<file path="src/rtl/id_stage_if.sv">
// Bundle between the IF/ID latch, register file, EX stage and the ID stage.
// ID_ILLEGAL_TRAP_EN adds the ex_illegal signal.
interface id_stage_if #(
    parameter int DATA_SIZE     = 32,
    parameter int REG_ADDR_SIZE = 6
);
    logic                     if_valid;
    logic [DATA_SIZE-1:0]     if_inst;
    logic [DATA_SIZE-1:0]     if_pc;
    logic [DATA_SIZE-1:0]     rf_rs1_data;
    logic [DATA_SIZE-1:0]     rf_rs2_data;
    logic                     ex_flush;
    logic                     ex_hold;
    logic [REG_ADDR_SIZE-1:0] rf_rs1_addr;
    logic [REG_ADDR_SIZE-1:0] rf_rs2_addr;
    logic                     rf_read;
    logic                     id_stall;
    logic                     ex_valid;
    logic [DATA_SIZE-1:0]     ex_pc;
    logic [DATA_SIZE-1:0]     ex_rs1_data;
    logic [DATA_SIZE-1:0]     ex_rs2_data;
    logic [DATA_SIZE-1:0]     ex_imm;
    logic [REG_ADDR_SIZE-1:0] ex_rs1_addr;
    logic [REG_ADDR_SIZE-1:0] ex_rs2_addr;
    logic [REG_ADDR_SIZE-1:0] ex_rd_addr;
    logic [3:0]               ex_alu_op;
    logic [2:0]               ex_funct3;
    logic                     ex_alu_src;
    logic                     ex_mem_read;
    logic                     ex_mem_write;
    logic                     ex_reg_write;
    logic                     ex_branch;
    logic                     ex_jump;
`ifdef ID_ILLEGAL_TRAP_EN
    logic                     ex_illegal;
`endif

    modport master (
        input  if_valid, if_inst, if_pc, rf_rs1_data, rf_rs2_data, ex_flush, ex_hold,
`ifdef ID_ILLEGAL_TRAP_EN
        output ex_illegal,
`endif
        output rf_rs1_addr, rf_rs2_addr, rf_read, id_stall, ex_valid, ex_pc,
               ex_rs1_data, ex_rs2_data, ex_imm, ex_rs1_addr, ex_rs2_addr, ex_rd_addr,
               ex_alu_op, ex_funct3, ex_alu_src, ex_mem_read, ex_mem_write,
               ex_reg_write, ex_branch, ex_jump
    );

    modport slave (
        output if_valid, if_inst, if_pc, rf_rs1_data, rf_rs2_data, ex_flush, ex_hold,
`ifdef ID_ILLEGAL_TRAP_EN
        input  ex_illegal,
`endif
        input  rf_rs1_addr, rf_rs2_addr, rf_read, id_stall, ex_valid, ex_pc,
               ex_rs1_data, ex_rs2_data, ex_imm, ex_rs1_addr, ex_rs2_addr, ex_rd_addr,
               ex_alu_op, ex_funct3, ex_alu_src, ex_mem_read, ex_mem_write,
               ex_reg_write, ex_branch, ex_jump
    );
endinterface

</file>
<file path="src/rtl/id_stage.sv">
// RV32I instruction-decode stage: decode, immediates, load-use detection, ID/EX register.
// Define ID_ILLEGAL_TRAP_EN to pass illegal opcodes to EX flagged as ex_illegal.
module id_stage #(
    parameter int DATA_SIZE     = 32,
    parameter int REG_ADDR_SIZE = 6
) (
    input  logic         clk,
    input  logic         rst,
    id_stage_if.master   bus
);
    localparam logic [6:0] OP_R      = 7'b0110011;
    localparam logic [6:0] OP_IMM    = 7'b0010011;
    localparam logic [6:0] OP_LOAD   = 7'b0000011;
    localparam logic [6:0] OP_STORE  = 7'b0100011;
    localparam logic [6:0] OP_BRANCH = 7'b1100011;
    localparam logic [6:0] OP_JAL    = 7'b1101111;
    localparam logic [6:0] OP_JALR   = 7'b1100111;
    localparam logic [6:0] OP_LUI    = 7'b0110111;
    localparam logic [6:0] OP_AUIPC  = 7'b0010111;

    typedef struct packed {
        logic                     valid;
        logic [DATA_SIZE-1:0]     pc;
        logic [DATA_SIZE-1:0]     rs1_data;
        logic [DATA_SIZE-1:0]     rs2_data;
        logic [DATA_SIZE-1:0]     imm;
        logic [REG_ADDR_SIZE-1:0] rs1_addr;
        logic [REG_ADDR_SIZE-1:0] rs2_addr;
        logic [REG_ADDR_SIZE-1:0] rd_addr;
        logic [3:0]               alu_op;
        logic [2:0]               funct3;
        logic                     alu_src;
        logic                     mem_read;
        logic                     mem_write;
        logic                     reg_write;
        logic                     branch;
        logic                     jump;
`ifdef ID_ILLEGAL_TRAP_EN
        logic                     illegal;
`endif
    } idex_t;

    idex_t idex_reg, idex_next;

    logic [DATA_SIZE-1:0]     inst;
    logic [6:0]               opcode;
    logic [2:0]               funct3;
    logic [REG_ADDR_SIZE-1:0] rs1, rs2, rd;
    logic                     legal, uses_rs1, uses_rs2, rd_kept;
    logic                     dec_alu_src, dec_mem_read, dec_mem_write, dec_wr, dec_branch, dec_jump;
    logic [3:0]               dec_alu_op;
    logic [DATA_SIZE-1:0]     dec_imm;
    logic                     load_use;

    assign inst   = bus.if_inst;
    assign opcode = inst[6:0];
    assign funct3 = inst[14:12];
    assign rs1    = {{(REG_ADDR_SIZE-5){1'b0}}, inst[19:15]};
    assign rs2    = {{(REG_ADDR_SIZE-5){1'b0}}, inst[24:20]};
    assign rd     = {{(REG_ADDR_SIZE-5){1'b0}}, inst[11:7]};

    always_comb begin
        legal         = 1'b1;
        uses_rs1      = 1'b1;
        uses_rs2      = 1'b0;
        rd_kept       = 1'b1;
        dec_imm       = '0;
        dec_alu_op    = 4'b0000;
        dec_alu_src   = 1'b1;
        dec_mem_read  = 1'b0;
        dec_mem_write = 1'b0;
        dec_wr        = 1'b1;
        dec_branch    = 1'b0;
        dec_jump      = 1'b0;
        case (opcode)
            OP_R: begin
                uses_rs2    = 1'b1;
                dec_alu_src = 1'b0;
                dec_alu_op  = {inst[30], funct3};
            end
            OP_IMM: begin
                dec_imm    = {{(DATA_SIZE-12){inst[31]}}, inst[31:20]};
                // Only the shift-right-immediate encoding carries funct7[5] as an op bit
                dec_alu_op = {(funct3 == 3'b101) & inst[30], funct3};
            end
            OP_LOAD: begin
                dec_imm      = {{(DATA_SIZE-12){inst[31]}}, inst[31:20]};
                dec_mem_read = 1'b1;
            end
            OP_JALR: begin
                dec_imm  = {{(DATA_SIZE-12){inst[31]}}, inst[31:20]};
                dec_jump = 1'b1;
            end
            OP_STORE: begin
                dec_imm       = {{(DATA_SIZE-12){inst[31]}}, inst[31:25], inst[11:7]};
                uses_rs2      = 1'b1;
                rd_kept       = 1'b0;
                dec_wr        = 1'b0;
                dec_mem_write = 1'b1;
            end
            OP_BRANCH: begin
                dec_imm     = {{(DATA_SIZE-12){inst[31]}}, inst[7], inst[30:25], inst[11:8], 1'b0};
                uses_rs2    = 1'b1;
                rd_kept     = 1'b0;
                dec_wr      = 1'b0;
                dec_alu_src = 1'b0;
                dec_branch  = 1'b1;
            end
            OP_JAL: begin
                dec_imm  = {{(DATA_SIZE-20){inst[31]}}, inst[19:12], inst[20], inst[30:21], 1'b0};
                uses_rs1 = 1'b0;
                dec_jump = 1'b1;
            end
            OP_LUI, OP_AUIPC: begin
                dec_imm  = {{(DATA_SIZE-31){inst[31]}}, inst[30:12], 12'b0};
                uses_rs1 = 1'b0;
            end
            default: begin
                legal       = 1'b0;
                uses_rs1    = 1'b0;
                rd_kept     = 1'b0;
                dec_wr      = 1'b0;
                dec_alu_src = 1'b0;
            end
        endcase
    end

    assign load_use = bus.if_valid & idex_reg.valid & idex_reg.mem_read & (idex_reg.rd_addr != '0) &
                      ((uses_rs1 & (rs1 == idex_reg.rd_addr)) | (uses_rs2 & (rs2 == idex_reg.rd_addr)));

    assign bus.rf_rs1_addr = rs1;
    assign bus.rf_rs2_addr = rs2;
    assign bus.id_stall    = load_use | (bus.ex_hold & ~bus.ex_flush);
    // Keep reading during a stall so the retried instruction sees fresh operands
    assign bus.rf_read     = bus.if_valid | bus.id_stall;

    always_comb begin
        idex_next = idex_reg;
        if (bus.ex_flush) begin
            idex_next = '0;
        end else if (bus.ex_hold) begin
            idex_next = idex_reg;
        end else if (load_use) begin
            idex_next = '0;
        end else begin
            idex_next.valid     = bus.if_valid & legal;
            idex_next.pc        = bus.if_pc;
            idex_next.rs1_data  = bus.rf_rs1_data;
            idex_next.rs2_data  = bus.rf_rs2_data;
            idex_next.imm       = dec_imm;
            idex_next.rs1_addr  = rs1;
            idex_next.rs2_addr  = rs2;
            idex_next.rd_addr   = rd_kept ? rd : '0;
            idex_next.alu_op    = dec_alu_op;
            idex_next.funct3    = funct3;
            idex_next.alu_src   = dec_alu_src;
            idex_next.mem_read  = bus.if_valid & dec_mem_read;
            idex_next.mem_write = bus.if_valid & dec_mem_write;
            idex_next.reg_write = bus.if_valid & dec_wr & (rd != '0);
            idex_next.branch    = bus.if_valid & dec_branch;
            idex_next.jump      = bus.if_valid & dec_jump;
`ifdef ID_ILLEGAL_TRAP_EN
            idex_next.valid     = bus.if_valid;
            idex_next.illegal   = bus.if_valid & ~legal;
`endif
        end
    end

    always_ff @(posedge clk) begin
        if (!rst) idex_reg <= '0;
        else      idex_reg <= idex_next;
    end

    assign bus.ex_valid     = idex_reg.valid;
    assign bus.ex_pc        = idex_reg.pc;
    assign bus.ex_rs1_data  = idex_reg.rs1_data;
    assign bus.ex_rs2_data  = idex_reg.rs2_data;
    assign bus.ex_imm       = idex_reg.imm;
    assign bus.ex_rs1_addr  = idex_reg.rs1_addr;
    assign bus.ex_rs2_addr  = idex_reg.rs2_addr;
    assign bus.ex_rd_addr   = idex_reg.rd_addr;
    assign bus.ex_alu_op    = idex_reg.alu_op;
    assign bus.ex_funct3    = idex_reg.funct3;
    assign bus.ex_alu_src   = idex_reg.alu_src;
    assign bus.ex_mem_read  = idex_reg.mem_read;
    assign bus.ex_mem_write = idex_reg.mem_write;
    assign bus.ex_reg_write = idex_reg.reg_write;
    assign bus.ex_branch    = idex_reg.branch;
    assign bus.ex_jump      = idex_reg.jump;
`ifdef ID_ILLEGAL_TRAP_EN
    assign bus.ex_illegal   = idex_reg.illegal;
`endif
endmodule
</file>
<file path="src/flat_wrapper.sv">
// flat-port wrapper written by rule: the top's interface ports become plain ports
module id_stage_flat 
#(
    parameter int DATA_SIZE     = 32,
    parameter int REG_ADDR_SIZE = 6
)
  (clk, rst, bus_if_valid, bus_if_inst, bus_if_pc, bus_rf_rs1_data, bus_rf_rs2_data, bus_ex_flush, bus_ex_hold, bus_rf_rs1_addr, bus_rf_rs2_addr, bus_rf_read, bus_id_stall, bus_ex_valid, bus_ex_pc, bus_ex_rs1_data, bus_ex_rs2_data, bus_ex_imm, bus_ex_rs1_addr, bus_ex_rs2_addr, bus_ex_rd_addr, bus_ex_alu_op, bus_ex_funct3, bus_ex_alu_src, bus_ex_mem_read, bus_ex_mem_write, bus_ex_reg_write, bus_ex_branch, bus_ex_jump);
  id_stage_if #(.DATA_SIZE(DATA_SIZE), .REG_ADDR_SIZE(REG_ADDR_SIZE)) bus_i ();
  input  logic clk;
  input  logic rst;
  input wire logic [$bits(bus_i.if_valid)-1:0] bus_if_valid;
  input wire logic [$bits(bus_i.if_inst)-1:0] bus_if_inst;
  input wire logic [$bits(bus_i.if_pc)-1:0] bus_if_pc;
  input wire logic [$bits(bus_i.rf_rs1_data)-1:0] bus_rf_rs1_data;
  input wire logic [$bits(bus_i.rf_rs2_data)-1:0] bus_rf_rs2_data;
  input wire logic [$bits(bus_i.ex_flush)-1:0] bus_ex_flush;
  input wire logic [$bits(bus_i.ex_hold)-1:0] bus_ex_hold;
  output wire logic [$bits(bus_i.rf_rs1_addr)-1:0] bus_rf_rs1_addr;
  output wire logic [$bits(bus_i.rf_rs2_addr)-1:0] bus_rf_rs2_addr;
  output wire logic [$bits(bus_i.rf_read)-1:0] bus_rf_read;
  output wire logic [$bits(bus_i.id_stall)-1:0] bus_id_stall;
  output wire logic [$bits(bus_i.ex_valid)-1:0] bus_ex_valid;
  output wire logic [$bits(bus_i.ex_pc)-1:0] bus_ex_pc;
  output wire logic [$bits(bus_i.ex_rs1_data)-1:0] bus_ex_rs1_data;
  output wire logic [$bits(bus_i.ex_rs2_data)-1:0] bus_ex_rs2_data;
  output wire logic [$bits(bus_i.ex_imm)-1:0] bus_ex_imm;
  output wire logic [$bits(bus_i.ex_rs1_addr)-1:0] bus_ex_rs1_addr;
  output wire logic [$bits(bus_i.ex_rs2_addr)-1:0] bus_ex_rs2_addr;
  output wire logic [$bits(bus_i.ex_rd_addr)-1:0] bus_ex_rd_addr;
  output wire logic [$bits(bus_i.ex_alu_op)-1:0] bus_ex_alu_op;
  output wire logic [$bits(bus_i.ex_funct3)-1:0] bus_ex_funct3;
  output wire logic [$bits(bus_i.ex_alu_src)-1:0] bus_ex_alu_src;
  output wire logic [$bits(bus_i.ex_mem_read)-1:0] bus_ex_mem_read;
  output wire logic [$bits(bus_i.ex_mem_write)-1:0] bus_ex_mem_write;
  output wire logic [$bits(bus_i.ex_reg_write)-1:0] bus_ex_reg_write;
  output wire logic [$bits(bus_i.ex_branch)-1:0] bus_ex_branch;
  output wire logic [$bits(bus_i.ex_jump)-1:0] bus_ex_jump;
  assign bus_i.if_valid = bus_if_valid;
  assign bus_i.if_inst = bus_if_inst;
  assign bus_i.if_pc = bus_if_pc;
  assign bus_i.rf_rs1_data = bus_rf_rs1_data;
  assign bus_i.rf_rs2_data = bus_rf_rs2_data;
  assign bus_i.ex_flush = bus_ex_flush;
  assign bus_i.ex_hold = bus_ex_hold;
  assign bus_rf_rs1_addr = bus_i.rf_rs1_addr;
  assign bus_rf_rs2_addr = bus_i.rf_rs2_addr;
  assign bus_rf_read = bus_i.rf_read;
  assign bus_id_stall = bus_i.id_stall;
  assign bus_ex_valid = bus_i.ex_valid;
  assign bus_ex_pc = bus_i.ex_pc;
  assign bus_ex_rs1_data = bus_i.ex_rs1_data;
  assign bus_ex_rs2_data = bus_i.ex_rs2_data;
  assign bus_ex_imm = bus_i.ex_imm;
  assign bus_ex_rs1_addr = bus_i.ex_rs1_addr;
  assign bus_ex_rs2_addr = bus_i.ex_rs2_addr;
  assign bus_ex_rd_addr = bus_i.ex_rd_addr;
  assign bus_ex_alu_op = bus_i.ex_alu_op;
  assign bus_ex_funct3 = bus_i.ex_funct3;
  assign bus_ex_alu_src = bus_i.ex_alu_src;
  assign bus_ex_mem_read = bus_i.ex_mem_read;
  assign bus_ex_mem_write = bus_i.ex_mem_write;
  assign bus_ex_reg_write = bus_i.ex_reg_write;
  assign bus_ex_branch = bus_i.ex_branch;
  assign bus_ex_jump = bus_i.ex_jump;
  id_stage #(.DATA_SIZE(DATA_SIZE), .REG_ADDR_SIZE(REG_ADDR_SIZE)) u_core (.clk(clk), .rst(rst), .bus(bus_i));
endmodule
</file>
<file path="config.mk">
export PLATFORM = sky130hd
export DESIGN_NAME = id_stage_flat
export DESIGN_NICKNAME = d
export VERILOG_FILES = /design/src/rtl/id_stage_if.sv /design/src/rtl/id_stage.sv /design/src/flat_wrapper.sv
export SDC_FILE = /design/constraint.sdc
export NUM_CORES = 1
export LEC_CHECK = 0
export BUFFER_PORTS_ARGS = -buffer_cell sky130_fd_sc_hd__buf_2
export CELL_PAD_IN_SITES_DETAIL_PLACEMENT = 0
export CELL_PAD_IN_SITES_GLOBAL_PLACEMENT = 2
export CORE_ASPECT_RATIO = 0.8
export CORE_MARGIN = 8
export CORE_UTILIZATION = 26
export DETAILED_ROUTE_END_ITERATION = 8
export PLACE_DENSITY_LB_ADDON = 0.1
export SLEW_MARGIN = 5
export SYNTH_ARGS = -nofsm -noshare
export SYNTH_HDL_FRONTEND = slang
export SYNTH_SLANG_ARGS = --single-unit
</file>
<file path="constraint.sdc">
create_clock -name clk -period 2.2 [get_ports clk]
set_clock_uncertainty 0.2 [all_clocks]
set_input_delay 0.11 -clock clk [delete_from_list [all_inputs] [get_ports clk]]
set_output_delay 0.11 -clock clk [all_outputs]
set_load 0.005 [all_outputs]
</file>
==> metrics.txt <==
ant diodes=0; Post-synth EDFFs=0; Post-Syn Instances=548; Power Density=686 mW/mm^2; Max Slew Vio Count=0; status=finished clean; post-synthesis mux area share=0.171%; Fin. Hold Viols=0; largest family of logic cells by synthesized area=compound AO/OA/AOI/OAI gates; largest net degree at the start of global routing=110; Hold WC Path Type=in -> reg; Die ar.=0.0276 mm^2; Sequential Area=0.00316 mm^2; Fillers=2,169; gr busiest metal=met2; area of the multi-input gates=0.00234 mm^2; DP Worst Slack=0.146 ns; clk sinks=157; Synth area leader=dfxtp_1; Worst VDD drop=0.449 mV; Detailed Place HPWL=17,000 um; area share of xor/xnor cells in the synthesized design=1.50%; data required time of the critical path=1.89 ns; commonest cells in the netlist=dfxtp_1, a32o_1, nand2_1, clkbuf_1, o31ai_1; Setup Total Neg Slack=0 ns; antenna violations before repair=0; Crit Path Class=reg -> out; row cnt=49; RSZ-0062 raised after global routing=false; CTS Buffer Depth=2; htree depth=4; TritonRoute pass-1 iters=5; vias per inst=4.84; maxcap violations=0; Avg Inst Size Synth=10.7 um^2; Synth Area in Simple Gates=8.50%; crit path max fanout=5; Cell Area, Synth=0.00584 mm^2; f_max=472 MHz; Yosys reg bits=157; clock-pin slew on the worst setup and hold paths=0.07 ns; Initial DRC Count=368; Seq/Total Area, Yosys=53.8%; Data arrival, critical path=1.81 ns; Netlist cell types=44; Clk Latency, worst-skew pair=0.42 ns; critical path endpoint category=output port; DRT antenna net count=0; total vias in the final route=6,140; Final Cycle Share=96.4%; Area Growth Syn to Fin=63.5%; Num CTS Buffers=17; Pleak=0.00424 uW; first-pass GRT wire length=37,600 um; WL per Instance=19.7 um; Initial Utilization=26.2%; yosys warns=0; Period minus WS final=2.12 ns; Die Height=150 um; vias in the first global route=6,458; Core Area=0.0223 mm^2; grt met1 use=22.1%; setup violators final=0; Worst slew margin=60.9%; worst slew pin tran=0.581 ns; NumNets Final=1,083; Port Buffers=301; met2 track demand over resource=28.4%; Top FF cell, synth=dfxtp_1; Die Width=184 um; layout cells sized above 1=39.0%; Synth Area in Adders=0%; top-count cell post-synth=dfxtp_1; Root Driver=clkbuf_16; met3 Use GR=5.39%; Final WS setup=0.0802 ns; post-synth top area share=53.8%; Top Ports=307; CP startpoint kind=flop; WL final=25,000 um; CTS tree=done; Overflow after GRT=0; share of flip-flops with an asynchronous set or reset=0%; post-synthesis compound-gate area fraction=28.5%; DRC viols=0; largest cells by area after synthesis=dfxtp_1, a32o_1, nand2_1; Final GP Congestion=0.771; GRT Total Usage=17.5%
-- per-stage QoR --
stage	utilization, %	area (um^2)	hold WS [ns]	cells	power [uW]
4_1_cts	42.6	9490	0.0000653	1266	6630
6_report	42.9	9550	0.0320	1269	6550
3_3_place_gp	34.0	7560	0.146	1103	3490
3_5_place_dp	34.0	7560	0.152	1103	3500
2_1_floorplan	-	5860	0.0540	552	3210
5_1_grt	42.9	9550	0.0417	1269	6820
-- cells by family after synthesis --
family,count (synthesis)
mux,1
flops,157
other cells,1
simple gates,104
buf+inv,77
xor+xnor,10
compound gates,198
-- flip-flops by register name, summed over array words and instances (netlist names), 3 cells and up --
register / count
u_core.bus.ex_imm: 32
u_core.bus.ex_rs2_addr: 5
u_core.bus.ex_rd_addr: 5
u_core.bus.ex_rs1_addr: 5
u_core.bus.ex_rs1_data: 32
u_core.bus.ex_rs2_data: 32
u_core.bus.ex_pc: 32
u_core.bus.ex_funct3: 3
u_core.bus.ex_alu_op: 4
-- cell type report --
| type | instances | share of cell area, % |
|---|---|---|
| tap | 306 | 4.01 |
| clock buffer | 17 | 4.45 |
| clock inverter | 15 | 1.59 |
| timing repair buffer | 453 | 32.3 |
| inverter | 3 | 0.118 |
| multi-input combinational | 318 | 24.5 |
| sequential | 157 | 33.0 |
-- layer usage --
layer,wire length [um],share of wire (%)
met3,2030,8.1
met5,0,0
met2,11900,48
met4,369,1.5
met1,10700,43
-- where the power goes --
group          internal, uW  switching, uW
registers              2910           33.8
clock network          1600           1330
logic                   379            305
total                  4880           1660
-- path summary, 6_finish.rpt --
check / startpoint / end / slack, ns / depth (start not counted)
setup / recovery: u_core.bus.ex_rd_addr[1]$_SDFFE_PP0N_ / bus_id_stall / 0.08 / 8
hold / removal: bus_if_inst[5] / u_core.bus.ex_mem_read$_SDFFE_PP0N_ / 0.03 / 5
setup reg to reg: u_core.bus.ex_rd_addr[1]$_SDFFE_PP0N_ / u_core.bus.ex_rs1_data[8]$_SDFFE_PP0N_ / 0.10 / 8
hold reg to reg: u_core.bus.ex_alu_op[2]$_SDFFE_PP0N_ / u_core.bus.ex_alu_op[2]$_SDFFE_PP0N_ / 0.25 / 2
-- layout by cell type (no fill, tap or decap), types with 3 or more instances in the layout --
master,count
dfxtp_4,3
nand4_1,8
xor2_1,4
o31ai_1,27
inv_6,5
o21ai_1,20
buf_12,6
nand3_1,16
nand2_1,55
a21oi_1,23
xnor2_1,4
dlygate4sd3_1,125
clkbuf_16,17
dfxtp_1,153
a22oi_1,4
buf_6,3
nor2_1,5
buf_2,299
conb_1,5
buf_4,18
a32o_1,109
clkinv_4,4
-- what timing repair did --
action	CTS	global route
pin swaps	4	4
buffers inserted	4	3
cloned	1	0
hold endpoints to repair	155	0
resized for setup	8	11
hold buffers	126	0
endpoints found under the setup margin	1	29
-- critical path, cell delays in order, from the launching register on --
cell and delay (ns):
dfxtp_4 0.38, xnor2_2 0.10, nand3_1 0.10, nor4_2 0.28, buf_4 0.17, o21ai_4 0.06
buf_12 0.15, nand2_4 0.04, buf_6 0.10
No activity file was read; power rests on OpenSTA's default activity.
